**src/rtl/issue_select_scheduler.sv**
```systemverilog
// issue_select_scheduler: round-robin ALU/MUL select, multi-cycle MUL sequencing and one shared
// writeback/wakeup port. Define SCHED_PERF_CNT_EN to add perf_issue_cnt / perf_stall_cnt outputs.
//
// state  | meaning
// S_IDLE | MUL unit free, MUL grant allowed
// S_BUSY | MUL executing, cnt counts down to 0, no MUL grant
// S_WB   | MUL result on writeback port, back-to-back MUL grant allowed
module issue_select_scheduler #(
    parameter int IQ_DEPTH = 8,
    parameter int IDX_W    = 3,
    parameter int PRF_W    = 6,
    parameter int MUL_LAT  = 3
) (
    input  logic                      clk,
    input  logic                      reset,
    input  logic                      flush,
    input  logic [IQ_DEPTH-1:0]       iq_valid,
    input  logic [IQ_DEPTH-1:0]       iq_ready,
    input  logic [IQ_DEPTH-1:0]       iq_is_mul,
    input  logic [IQ_DEPTH*PRF_W-1:0] iq_dest,
    output logic [IQ_DEPTH-1:0]       alu_grant,
    output logic [IQ_DEPTH-1:0]       mul_grant,
    output logic                      alu_issue_valid,
    output logic [IDX_W-1:0]          alu_issue_idx,
    output logic                      mul_issue_valid,
    output logic [IDX_W-1:0]          mul_issue_idx,
    output logic                      mul_busy,
    output logic                      wb_valid,
    output logic [PRF_W-1:0]          wb_dest_prf,
    output logic                      wb_is_mul
`ifdef SCHED_PERF_CNT_EN
    ,
    output logic [31:0]               perf_issue_cnt,
    output logic [31:0]               perf_stall_cnt
`endif
);
    localparam int CNT_W = 4;

    typedef enum logic [1:0] {S_IDLE, S_BUSY, S_WB} mul_state_t;

    mul_state_t          state;
    logic [CNT_W-1:0]    cnt;
    logic [IDX_W-1:0]    alu_ptr, mul_ptr;
    logic [IDX_W-1:0]    alu_sel, mul_sel, alu_cand, mul_cand;
    logic                alu_found, mul_found;
    logic                alu_block, mul_allow, alu_fire, mul_fire;
    logic [IQ_DEPTH-1:0] alu_elig, mul_elig;
    logic [PRF_W-1:0]    alu_dest_q, mul_dest_q;

    always_comb begin
        alu_elig  = iq_valid & iq_ready & ~iq_is_mul;
        mul_elig  = iq_valid & iq_ready & iq_is_mul;
        alu_found = 1'b0;
        mul_found = 1'b0;
        alu_sel   = '0;
        mul_sel   = '0;
        alu_cand  = '0;
        mul_cand  = '0;
        for (int k = 0; k < IQ_DEPTH; k++) begin
            alu_cand = alu_ptr + IDX_W'(k);
            mul_cand = mul_ptr + IDX_W'(k);
            if (!alu_found && alu_elig[alu_cand]) begin
                alu_found = 1'b1;
                alu_sel   = alu_cand;
            end
            if (!mul_found && mul_elig[mul_cand]) begin
                mul_found = 1'b1;
                mul_sel   = mul_cand;
            end
        end
        // The last BUSY count before writeback reserves the port two cycles out for the MUL.
        alu_block = (state == S_BUSY) && (cnt == CNT_W'(1));
        mul_allow = (state != S_BUSY);
        alu_fire  = alu_found && !alu_block && !flush && !reset;
        mul_fire  = mul_found && mul_allow && !flush && !reset;
        alu_grant = alu_fire ? (IQ_DEPTH'(1) << alu_sel) : '0;
        mul_grant = mul_fire ? (IQ_DEPTH'(1) << mul_sel) : '0;
        mul_busy  = (state == S_BUSY);
    end

    always_ff @(posedge clk) begin
        if (reset) begin
            state           <= S_IDLE;
            cnt             <= '0;
            alu_ptr         <= '0;
            mul_ptr         <= '0;
            alu_dest_q      <= '0;
            mul_dest_q      <= '0;
            alu_issue_valid <= 1'b0;
            alu_issue_idx   <= '0;
            mul_issue_valid <= 1'b0;
            mul_issue_idx   <= '0;
            wb_valid        <= 1'b0;
            wb_dest_prf     <= '0;
            wb_is_mul       <= 1'b0;
        end else begin
            alu_issue_valid <= alu_fire;
            mul_issue_valid <= mul_fire;
            if (alu_fire) begin
                alu_ptr       <= alu_sel + IDX_W'(1);
                alu_issue_idx <= alu_sel;
                alu_dest_q    <= iq_dest[alu_sel*PRF_W +: PRF_W];
            end
            if (mul_fire) begin
                mul_ptr       <= mul_sel + IDX_W'(1);
                mul_issue_idx <= mul_sel;
                mul_dest_q    <= iq_dest[mul_sel*PRF_W +: PRF_W];
            end

            if (flush) begin
                wb_valid  <= 1'b0;
                wb_is_mul <= 1'b0;
            end else if (state == S_BUSY && cnt == '0) begin
                wb_valid    <= 1'b1;
                wb_is_mul   <= 1'b1;
                wb_dest_prf <= mul_dest_q;
            end else if (alu_issue_valid) begin
                wb_valid    <= 1'b1;
                wb_is_mul   <= 1'b0;
                wb_dest_prf <= alu_dest_q;
            end else begin
                wb_valid  <= 1'b0;
                wb_is_mul <= 1'b0;
            end

            if (flush) begin
                state <= S_IDLE;
                cnt   <= '0;
            end else begin
                case (state)
                    S_IDLE, S_WB: begin
                        if (mul_fire) begin
                            state <= S_BUSY;
                            cnt   <= CNT_W'(MUL_LAT - 1);
                        end else begin
                            state <= S_IDLE;
                        end
                    end
                    S_BUSY: begin
                        if (cnt == '0) state <= S_WB;
                        else           cnt   <= cnt - CNT_W'(1);
                    end
                    default: begin
                        state <= S_IDLE;
                        cnt   <= '0;
                    end
                endcase
            end
        end
    end

`ifdef SCHED_PERF_CNT_EN
    logic stall_evt;

    always_comb begin
        stall_evt = !flush && (((|alu_elig) && alu_block) || ((|mul_elig) && !mul_allow));
    end

    always_ff @(posedge clk) begin
        if (reset) begin
            perf_issue_cnt <= '0;
            perf_stall_cnt <= '0;
        end else begin
            perf_issue_cnt <= perf_issue_cnt + 32'(alu_fire) + 32'(mul_fire);
            if (stall_evt) perf_stall_cnt <= perf_stall_cnt + 32'd1;
        end
    end
`endif

endmodule

```
**config.mk**
```make
export PLATFORM = sky130hd
export DESIGN_NAME = issue_select_scheduler
export DESIGN_NICKNAME = d
export VERILOG_FILES = /design/src/rtl/issue_select_scheduler.sv
export SDC_FILE = /design/constraint.sdc
export NUM_CORES = 1
export LEC_CHECK = 0
export CORE_MARGIN = 2
export CORE_UTILIZATION = 55
export CTS_CLUSTER_DIAMETER = 80
export DETAILED_ROUTE_END_ITERATION = 8
export PLACE_DENSITY = 0.95
export SLEW_MARGIN = 10
export SYNTH_ARGS = -nofsm -noshare
export SYNTH_HDL_FRONTEND = slang
export SYNTH_SLANG_ARGS = --single-unit
```
**constraint.sdc**
```tcl
create_clock -name clk -period 20.9 [get_ports clk]
set_input_delay 6.27 -clock clk [delete_from_list [all_inputs] [get_ports clk]]
set_output_delay 6.27 -clock clk [all_outputs]
set_load 0.005 [all_outputs]
```
=== Word level (Yosys, flattened, before mapping) ===
Index checks and enable logic that the tools add are counted.

* Multiply operators: 2
* Shift-type cells: 4
* Reductions and logical operators: 46
* $add $sub $neg: 17
* Mux-type cells: 77
* Magnitude comparators: 16
* Bitwise logic cells: 5
* Eq/ne operators: 7

{| class="wikitable"
|+ Operators with widths
! cell !! count
|-
| variable part select 48 x 7 -> 6 bit || 2
|-
| less-than comparator 3 x 4 -> 1 bit (second input constant) || 16
|-
| binary-select mux 1 bit (select 3 bit) || 16
|-
| 2-to-1 mux 3 bit || 16
|-
| 2-to-1 mux 1 bit || 36
|-
| adder 3 bit (second input constant) || 8
|-
| AND 8 bit || 3
|-
| logical AND 1 bit || 22
|-
| zero test 1 bit || 17
|-
| 2-to-1 mux 8 bit || 2
|-
| << shifter 1 x 3 -> 8 bit (first input constant) || 2
|-
| adder 3 x 1 -> 3 bit (second input constant) || 4
|-
| adder 3 x 2 -> 3 bit (second input constant) || 4
|-
| 2-to-1 mux 6 bit || 2
|-
| multiplier 3 x 2 -> 5 bit (second input constant) || 2
|-
| 2-to-1 mux 4 bit || 2
|-
| inverter 8 bit || 1
|-
| case mux 4 bit (2 select lines) || 1
|-
| == test 4 x 1 -> 1 bit (second input constant) || 1
|-
| zero test 4 bit || 1
|-
| inequality test 2 x 1 -> 1 bit (second input constant) || 2
|-
| inequality test 2 bit (second input constant) || 2
|-
| case mux 2 bit (2 select lines) || 1
|-
| AND reduction 2 bit || 2
|-
| 8 further kinds || 9
|}

* Output and inout bits: 33
* Word-level logic and storage cells: 187
* Input bits: 75
* Register bits: 40

=== Depth between registers and ports, before layout ===
Gate-level depths: netlist of the first run.

* Depth in word-level cells: 31
* Mapped depth: 19

=== Worst setup path after synthesis of the first run ===
Ideal clock, no wire load.

* Kind: input to output
* Start point: in iq_valid[5]
* End point: out alu_grant[3]
* Cell stages on the path: 12
* Arrival: 8994 ps
* Data required time: 14630 ps
* Setup slack: 5636 ps
* Buffers on the path: 2
* Cells stage by stage: and3b_1 > buf_6 > a21o_1 > mux4_2 > a2111oi_4 > o21ai_1 > o31ai_4 > inv_4 > buf_6 > ha_1 > ha_1 > and2_1

{| class="wikitable"
|+ RTL lines
! what !! line !! RTL
|-
| from (decl) || 17 || <nowiki>input logic [IQ_DEPTH-1:0] iq_valid,</nowiki>
|-
| AND 8 bit * (2 in a row) || 51 || <nowiki>alu_elig = iq_valid & iq_ready & ~iq_is_mul;</nowiki>
|-
| binary-select mux 1 bit (select 3 bit) || 62 || <nowiki>if (!alu_found && alu_elig[alu_cand]) begin</nowiki>
|-
| 2-to-1 mux 1 bit (not written as such) || 62 ||
|-
| 2-to-1 mux 1 bit || 62 ||
|-
| zero test 1 bit || 62 ||
|-
| logical AND 1 bit || 62 ||
|-
| 2-to-1 mux 1 bit || 62 ||
|-
| zero test 1 bit || 62 ||
|-
| [12 not listed] || - ||
|-
| logical AND 1 bit || 62 ||
|-
| 2-to-1 mux 1 bit || 62 ||
|-
| zero test 1 bit || 62 ||
|-
| logical AND 1 bit || 62 ||
|-
| 2-to-1 mux 3 bit * || 62 ||
|-
| net alu_sel[1] || 44 || <nowiki>logic [IDX_W-1:0] alu_sel, mul_sel, alu_cand, mul_cand;</nowiki>
|-
| << shifter 1 x 3 -> 8 bit * || 76 || <nowiki>alu_grant = alu_fire ? (IQ_DEPTH'(1) << alu_sel) : '0;</nowiki>
|-
| 2-to-1 mux 8 bit * || 76 ||
|-
| to (decl) || 21 || <nowiki>output logic [IQ_DEPTH-1:0] alu_grant,</nowiki>
|}

Mark *: on every way through the listed nets, which the timed path passes. The rest lies on a longest branch. The select of a mux whose other input is x is not followed.

=== Worst setup path in the final report of the first run ===
* Start point: in iq_is_mul[1]
* End point: out alu_grant[3]

{| class="wikitable"
|+ RTL lines
! what !! line !! RTL
|-
| from (decl) || 19 || <nowiki>input logic [IQ_DEPTH-1:0] iq_is_mul,</nowiki>
|-
| inverter 8 bit * || 51 ||
|-
| AND 8 bit * || 51 ||
|-
| binary-select mux 1 bit (select 3 bit) || 62 ||
|-
| 2-to-1 mux 1 bit (not written as such) || 62 ||
|-
| 2-to-1 mux 1 bit || 62 ||
|-
| zero test 1 bit || 62 ||
|-
| logical AND 1 bit || 62 ||
|-
| 2-to-1 mux 1 bit || 62 ||
|-
| [13 not listed] || - ||
|-
| logical AND 1 bit || 62 ||
|-
| 2-to-1 mux 1 bit || 62 ||
|-
| zero test 1 bit || 62 ||
|-
| logical AND 1 bit || 62 ||
|-
| 2-to-1 mux 3 bit * || 62 ||
|-
| net alu_sel[0] || 44 ||
|-
| << shifter 1 x 3 -> 8 bit * || 76 ||
|-
| 2-to-1 mux 8 bit * || 76 ||
|}

Marked as above.

==> results of run 1 <==
through the flow:
stage / hold slack (ns) / util [%] / area [um^2]
finish: 0.471 / 70.4 / 6200
global route: 0.501 / 70.4 / 6200
detailed placement: 0.456 / 69.1 / 6080
floorplan: 0.424 / - / 5050
global placement: 0.438 / 69.1 / 6080
CTS: 0.473 / 70.4 / 6200
layer usage:
layer	track usage, %	routed length [um]
met5	0	0
met2	54.7	8130
met4	13.2	559
met3	5.36	1480
met1	41.3	6320
registers in the layout, indices dropped and copies added, names as in the netlist, 2 cells and up:
signal / flops
alu_dest_q: 6
mul_dest_q: 6
wb_dest_prf: 6
cnt: 4
alu_issue_idx: 3
alu_ptr: 3
mul_issue_idx: 3
mul_ptr: 3
state: 2
logic make-up after synthesis:
family,after synthesis,share of synthesized area (%)
and+or+nand+nor,221,24.1
adders and majority gates,18,4.46
buffers and inverters,68,6.39
muxes,81,21.6
DFF,40,15.9
xor gates and xnor gates,9,1.71
AOI/OAI and AO/OA,182,25.9
final cells by class:
class | count | area, um^2 | area share [%]
sequential | 40 | 801 | 12.9
clock inverter | 3 | 46.3 | 0.747
clock buffer | 5 | 68.8 | 1.11
multi-input combinational | 511 | 3930 | 63.4
inverter | 27 | 104 | 1.68
tap | 108 | 135 | 2.18
timing repair buffer | 113 | 1120 | 18.0
how the worst min path moves through the flow:
stage	start	to	slack [ns]	depth (start not counted)
2_1_floorplan	alu_dest_q[0]	alu_dest_q[0]	0.42	2
3_3_place_gp	alu_dest_q[1]	alu_dest_q[1]	0.44	2
3_5_place_dp	alu_dest_q[1]	alu_dest_q[1]	0.46	2
4_1_cts	mul_issue_idx[2]	mul_issue_idx[2]	0.47	2
5_1_grt	alu_dest_q[1]	alu_dest_q[1]	0.50	2
6_report	alu_dest_q[1]	alu_dest_q[1]	0.47	2
critical path, cell delays in order:
cell and delay [ns]:
clkdlybuf4s50_1 0.45, and3b_1 0.50, a2111oi_0 0.18, a2111oi_0 0.72, a211oi_2 0.23, o21ai_1 0.40, a21oi_1 0.13, o31ai_4 0.54
inv_1 0.32, ha_1 0.30, ha_1 0.18, and2_1 0.13, clkdlybuf4s50_1 0.44
cell usage in the layout (no fill, tap or decap), types with 4 or more instances in the layout:
cell | netlist | final
a2111oi_0 | 6 | 6
a211oi_1 | 22 | 22
a21boi_0 | 8 | 8
a21o_1 | 4 | 4
a21oi_1 | 28 | 28
and2_1 | 8 | 8
and3_1 | 20 | 20
and3b_1 | 8 | 8
buf_4 | 4 | 6
clkbuf_8 | 0 | 5
clkdlybuf4s50_1 | 0 | 107
dfxtp_1 | 40 | 40
ha_1 | 18 | 18
inv_1 | 23 | 23
mux2_2 | 14 | 14
mux2i_1 | 45 | 45
mux4_2 | 21 | 21
nand2_1 | 31 | 31
nand2b_1 | 5 | 5
nand3_1 | 55 | 55
nand3b_1 | 13 | 13
nand4_1 | 7 | 7
nor2_1 | 40 | 40
nor3_1 | 8 | 8
nor4_1 | 4 | 4
nor4bb_1 | 6 | 6
o2111ai_1 | 5 | 5
o211ai_1 | 23 | 23
o21ai_0 | 39 | 39
o21ai_1 | 5 | 5
o22ai_1 | 4 | 4
o31ai_1 | 8 | 8
xnor2_1 | 5 | 5
power breakdown:
| part | internal (mW) | switching, mW |
|---|---|---|
| Clock | 0.0360 | 0.0310 |
| Sequential | 0.0969 | 0.0193 |
| Combinational | 0.303 | 0.447 |
| Total | 0.436 | 0.497 |
==> metrics.csv, run 1 <==
stage;metric;value;unit
outcome;run_status;finished clean;
critical_path;data_arrival_time_of_the_critical_path;10.80;ns
critical_path;setup.worst_path.start_class;primary input;
die;die_area;0.00997;mm^2
critical_path;worst-r2r-setup-slack;15.57;ns
synth;synth_common_cells;55 x nand3_1, 45 x mux2i_1, 40 x dfxtp_1, 40 x nor2_1, 39 x o21ai_0;
sta;worst_slack;3.83;ns
synth;synth_top_area_share;15.9;%
sta;finClkSkew;0.00552;ns
clocking;clk_transition_reported_paths;0.08;ns
die;die_width;99.8;um
pwr;leakage;2.40;nW
synth;yosys.area.top_type;dfxtp_1;
layout;finish.net_count;791;
synth;synth_warnings;0;
global_routing;gr-total-overflow;0;
synth;top_flip_flop_cell_by_instance_count_after_synthesis;dfxtp_1;
pwr;peakVddDrop;0.120;mV
placed_design;dp_hpwl;12600;um
clocking;clk_path_buf_depth;2;
detailed_routing;drc;0;
sta;fin_crit_sh;81.7;%
placed_design;place_inst;799;
pwr;post-layout-total-power;933;uW
synth;postSynthCellCount;619;
critical_path;timing.setup.critical_path_class;primary input to primary output;
clocking;cts_made_buffers;5;
global_routing;grt_first_pass_wirelength;26400;um
critical_path;count_of_cells_along_the_worst_register_to_register_path;15;
layout;areaGrowthSynthToFinish;22.7;%
critical_path;worst_r2r_endpoint;alu_ptr[2];
synth;synth_enable_flop_cells;0;
layout;layoutNonFillerInstCount;807;
detailed_routing;final_routed_wirelength;16500;um
sta;rsz0062_at_grt;no;
placed_design;io_buf_count;107;
critical_path;critPathRequiredTime;14.63;ns
clocking;clk_latency;0.30;ns
sta;max_slew.worst_pin.slew;0.882;ns
critical_path;regToRegStartpoint;alu_ptr[0];
global_routing;grt_antenna_before_repair;0;
die;io_pins;108;
detailed_routing;per_cell_via_count_in_the_routed_design;7.01;
layout;final_layout_size_suffix_gt1_share;10.0;%
critical_path;critPathLaunch;iq_is_mul[1];
synth;ys_ff_latch;40;
placed_design;post-place-ws;4.05;ns
global_routing;pin_count_of_the_biggest_net_entering_global_routing;29;
clocking;tritoncts;built;
hold_path;min_path_type;register to register;
detailed_routing;route.detailed.wl_per_inst;20.4;um
synth;post_synthesis_cell_area;0.00505;mm^2
synth;mappedNetlistNets;712;
clocking;postCtsSetupBuffers;0;
die;rows;34;
sta;report.final.slew_viol_count;0;
detailed_routing;drt_first_iter_violations;549;
sta;setup_violations;0;
die;dieHeight;99.8;um
critical_path;worstSetupEndpointType;primary output;
synth;synth.area.top_cells;dfxtp_1 16%, mux4_2 9.4%, mux2i_1 8.9%;
clocking;num_clock_sinks;40;
sta;clock.fmax;0.0586;GHz
clocking;post_cts.resized_instances;0;
synth;seq_area_frac_synth;15.9;%
global_routing;grt_util_all_layers;32.4;%
global_routing;first_global_vias;5498;
sta;max_slew_margin;41.2;%
die;core_area;0.00881;mm^2
layout;fillCellCount;703;
flow_run;drv.max_cap_violation_count;0;
clocking;ctsRootBufferMaster;clkbuf_8;
clocking;cts_max_level;2;
critical_path;crit_fanout;11;
detailed_routing;firstDrtPassIters;5;
synth;asyncSetResetFlopFracSynth;0;%
sta;min_period;17.07;ns
layout;antenna-diode-count;0;
synth;avgSynthCellArea;8.16;um^2
clocking;post_cts_hold_buffer_count;0;
detailed_routing;dr_total_vias;5658;
detailed_routing;route.antenna.remaining_nets;0;
pwr;power.density_cell_area;151;mW/mm^2
sta;tns;0;ns
synth;yosysMostFrequentCell;nand3_1;
sta;hold_viol_final;0;
placed_design;gp_congestion;1.02;
synth;unique_masters_post_synth;76;
die;floorplan.initialDensity;57.4;%
critical_path;crit_path_end;alu_grant[3];
No activity file was read; power rests on OpenSTA's default activity.
==> run 2, diff against run 1 <==
--- a/config.mk
+++ b/config.mk
@@ -6,10 +6,10 @@
 export NUM_CORES = 1
 export LEC_CHECK = 0
 export CORE_MARGIN = 2
-export CORE_UTILIZATION = 55
+export CORE_UTILIZATION = 48
 export CTS_CLUSTER_DIAMETER = 80
 export DETAILED_ROUTE_END_ITERATION = 8
-export PLACE_DENSITY = 0.95
+export PLACE_DENSITY = 0.91
 export SLEW_MARGIN = 10
 export SYNTH_ARGS = -nofsm -noshare
 export SYNTH_HDL_FRONTEND = slang
==> constraint.sdc (replaced) <==
create_clock -name clk -period 15.6 [get_ports clk]
set_input_delay 4.68 -clock clk [delete_from_list [all_inputs] [get_ports clk]]
set_output_delay 4.68 -clock clk [all_outputs]
set_load 0.005 [all_outputs]
==> run 2 against run 1 <==
Hold slack got worse by 0.0039 ns. Global-route usage decreased by 2.9 points. Sequential cell count unchanged. Worst setup slack got worse by 1.8 ns. Critical path depth unchanged. Combinational power increased by 36%. Largest power group unchanged. Wire length increased by 3.4%. Count of clock-buffer cells in the layout unchanged. Sequential share of layout area about the same. Final area increased by 0.32%. Via count decreased by 1.3%.
==> metrics.csv, run 2 (same netlist as run 1, synthesis figures left out) <==
stage;metric;value;unit
layout;antenna-diode-count;0;
layout;final_layout_size_suffix_gt1_share;9.76;%
die;die_area;0.0114;mm^2
critical_path;timing.critical_path.slowest_cell_delay;0.56;ns
critical_path;critPathRequiredTime;10.92;ns
outcome;run_status;finished clean;
pwr;power.density_cell_area;203;mW/mm^2
global_routing;groute.layer.met3.usage;4.74;%
clocking;ctsRootBufferMaster;clkbuf_8;
sta;max_slew_margin;29.7;%
critical_path;timing.critical_path.cells;clkdlybuf4s50_1, nor4bb_1, o22ai_1, o21ai_0, a2111oi_4, o21ai_1, a21oi_1, o31ai_4, inv_1, ha_1, ha_1, and2_1, clkdlybuf4s50_1;
clocking;postCtsSetupBuffers;0;
sta;clock.fmax;0.0738;GHz
global_routing;grt_antenna_before_repair;0;
critical_path;crit_fanout;11;
detailed_routing;drc;0;
pwr;peakVddDrop;0.124;mV
sta;rsz0062_at_grt;no;
sta;tns;0;ns
die;core_area;0.0103;mm^2
die;die_width;107;um
sta;finClkSkew;0.0103;ns
sta;holdWs;0.467;ns
global_routing;grt.busiest_layer;met2;
sta;setup_violations;0;
global_routing;grt_util_all_layers;29.5;%
detailed_routing;final_routed_wirelength;17000;um
detailed_routing;per_cell_via_count_in_the_routed_design;6.70;
placed_design;io_buf_count;107;
sta;fin_crit_sh;86.9;%
clocking;post_cts.resized_instances;0;
die;rows;37;
detailed_routing;firstDrtPassIters;8;
die;dieHeight;107;um
sta;min_period;13.56;ns
global_routing;first_global_vias;5139;
detailed_routing;route.detailed.wl_per_inst;20.5;um
critical_path;timing.setup.critical_path_class;primary input to primary output;
global_routing;gr-usage-met1;40.0;%
detailed_routing;drt_first_iter_violations;560;
hold_path;min_path_type;register to register;
die;floorplan.initialDensity;49.1;%
sta;max_slew.worst_pin.slew;1.05;ns
global_routing;gr-total-overflow;0;
clocking;num_clock_sinks;40;
global_routing;pin_count_of_the_biggest_net_entering_global_routing;29;
critical_path;setup.worst_path.start_class;primary input;
layout;commonest_cells_after_routing_fill_and_taps_aside;107 x clkdlybuf4s50_1, 55 x nand3_1, 45 x mux2i_1, 40 x nor2_1, 40 x dfxtp_1;
global_routing;grt_first_pass_wirelength;26900;um
layout;finish.net_count;789;
sta;report.final.slew_viol_count;0;
die;io_pins;108;
critical_path;data_arrival_time_of_the_critical_path;8.88;ns
detailed_routing;route.antenna.remaining_nets;0;
critical_path;cpMaxStageDelayCell;clkdlybuf4s50_1;
global_routing;gr-usage-met2;48.6;%
flow_run;drv.max_cap_violation_count;0;
layout;areaGrowthSynthToFinish;23.1;%
clocking;cts_max_level;2;
clocking;clk_path_buf_depth;2;
clocking;post_cts_hold_buffer_count;0;
sta;hold_viol_final;0;
critical_path;path_delay_family;compound AO/OA/AOI/OAI gates;
placed_design;gp_congestion;0.981;
layout;layout.core_utilization;60.5;%
clocking;tritoncts;built;
placed_design;dp_hpwl;13300;um
clocking;clk_latency;0.30;ns
pwr;leakage;2.39;nW
layout;fillCellCount;922;
layout;layout_commonest_cell;clkdlybuf4s50_1;
clocking;cts_made_buffers;5;
detailed_routing;dr_total_vias;5584;
critical_path;worst-r2r-setup-slack;10.36;ns
critical_path;critical_path_buf_inv_count;3;
critical_path;worstSetupEndpointType;primary output;
layout;biggestRegsByFlops;alu_dest_q x6, mul_dest_q x6, wb_dest_prf x6;
clocking;clk_transition_reported_paths;0.09;ns
==> run 2: changes by cell type in the layout (fill, tap and decap cells not counted), sizes merged <==
cell,previous run,this run
buf,6,4
==> run 2: report_power, final <==
group / switching (mW) / internal [mW]
sequential: 0.0265 / 0.130
combinational: 0.612 / 0.406
clock: 0.0406 / 0.0482
==> run 2: routing by layer <==
layer / part of all wire, % / vias up
li1: - / 2546
met5: 0 / -
met4: 2.6 / 0
met2: 47 / 340
met1: 41 / 2650
met3: 9.7 / 48
==> run 2: per-stage QoR <==
stage / setup slack, ns / total power, mW / cells / cell area, um^2
after floorplan: 3.52 / 0.903 / 619 / 5050
after global placement: 2.12 / 1.14 / 825 / 6100
after detailed placement: 2.17 / 1.14 / 825 / 6100
after CTS: 2.12 / 1.24 / 833 / 6220
after global routing: 1.74 / 1.36 / 833 / 6220
final: 2.04 / 1.26 / 833 / 6220
==> run 2: final cells by class <==
cell class                      count  area, um^2  share of cell area, %
Sequential cell                    40         801                   12.9
Clock inverter                      3        46.3                  0.744
Multi-Input combinational cell    511        3930                   63.2
Inverter                           27         104                   1.67
Clock buffer                        5        68.8                   1.11
Tap cell                          136         170                   2.74
Timing Repair Buffer              111        1100                   17.7
==> run 2: path summary, 6_finish.rpt <==
check | from | to | cells after the start
max | iq_ready[0] | alu_grant[7] | 13
min | alu_dest_q[4] | alu_dest_q[4] | 2
max reg2reg | alu_ptr[0] | alu_dest_q[2] | 13
min reg2reg | alu_dest_q[4] | alu_dest_q[4] | 2
==> run 2: worst register-to-register path, delay by kind of cell (launching register included) <==
kind | cells | cell delay, ns
flops | 1 | 0.32
buf+inv | 3 | 0.98
fa+ha+maj | 1 | 0.87
simple gates | 3 | 1.20
compound gates | 6 | 1.73
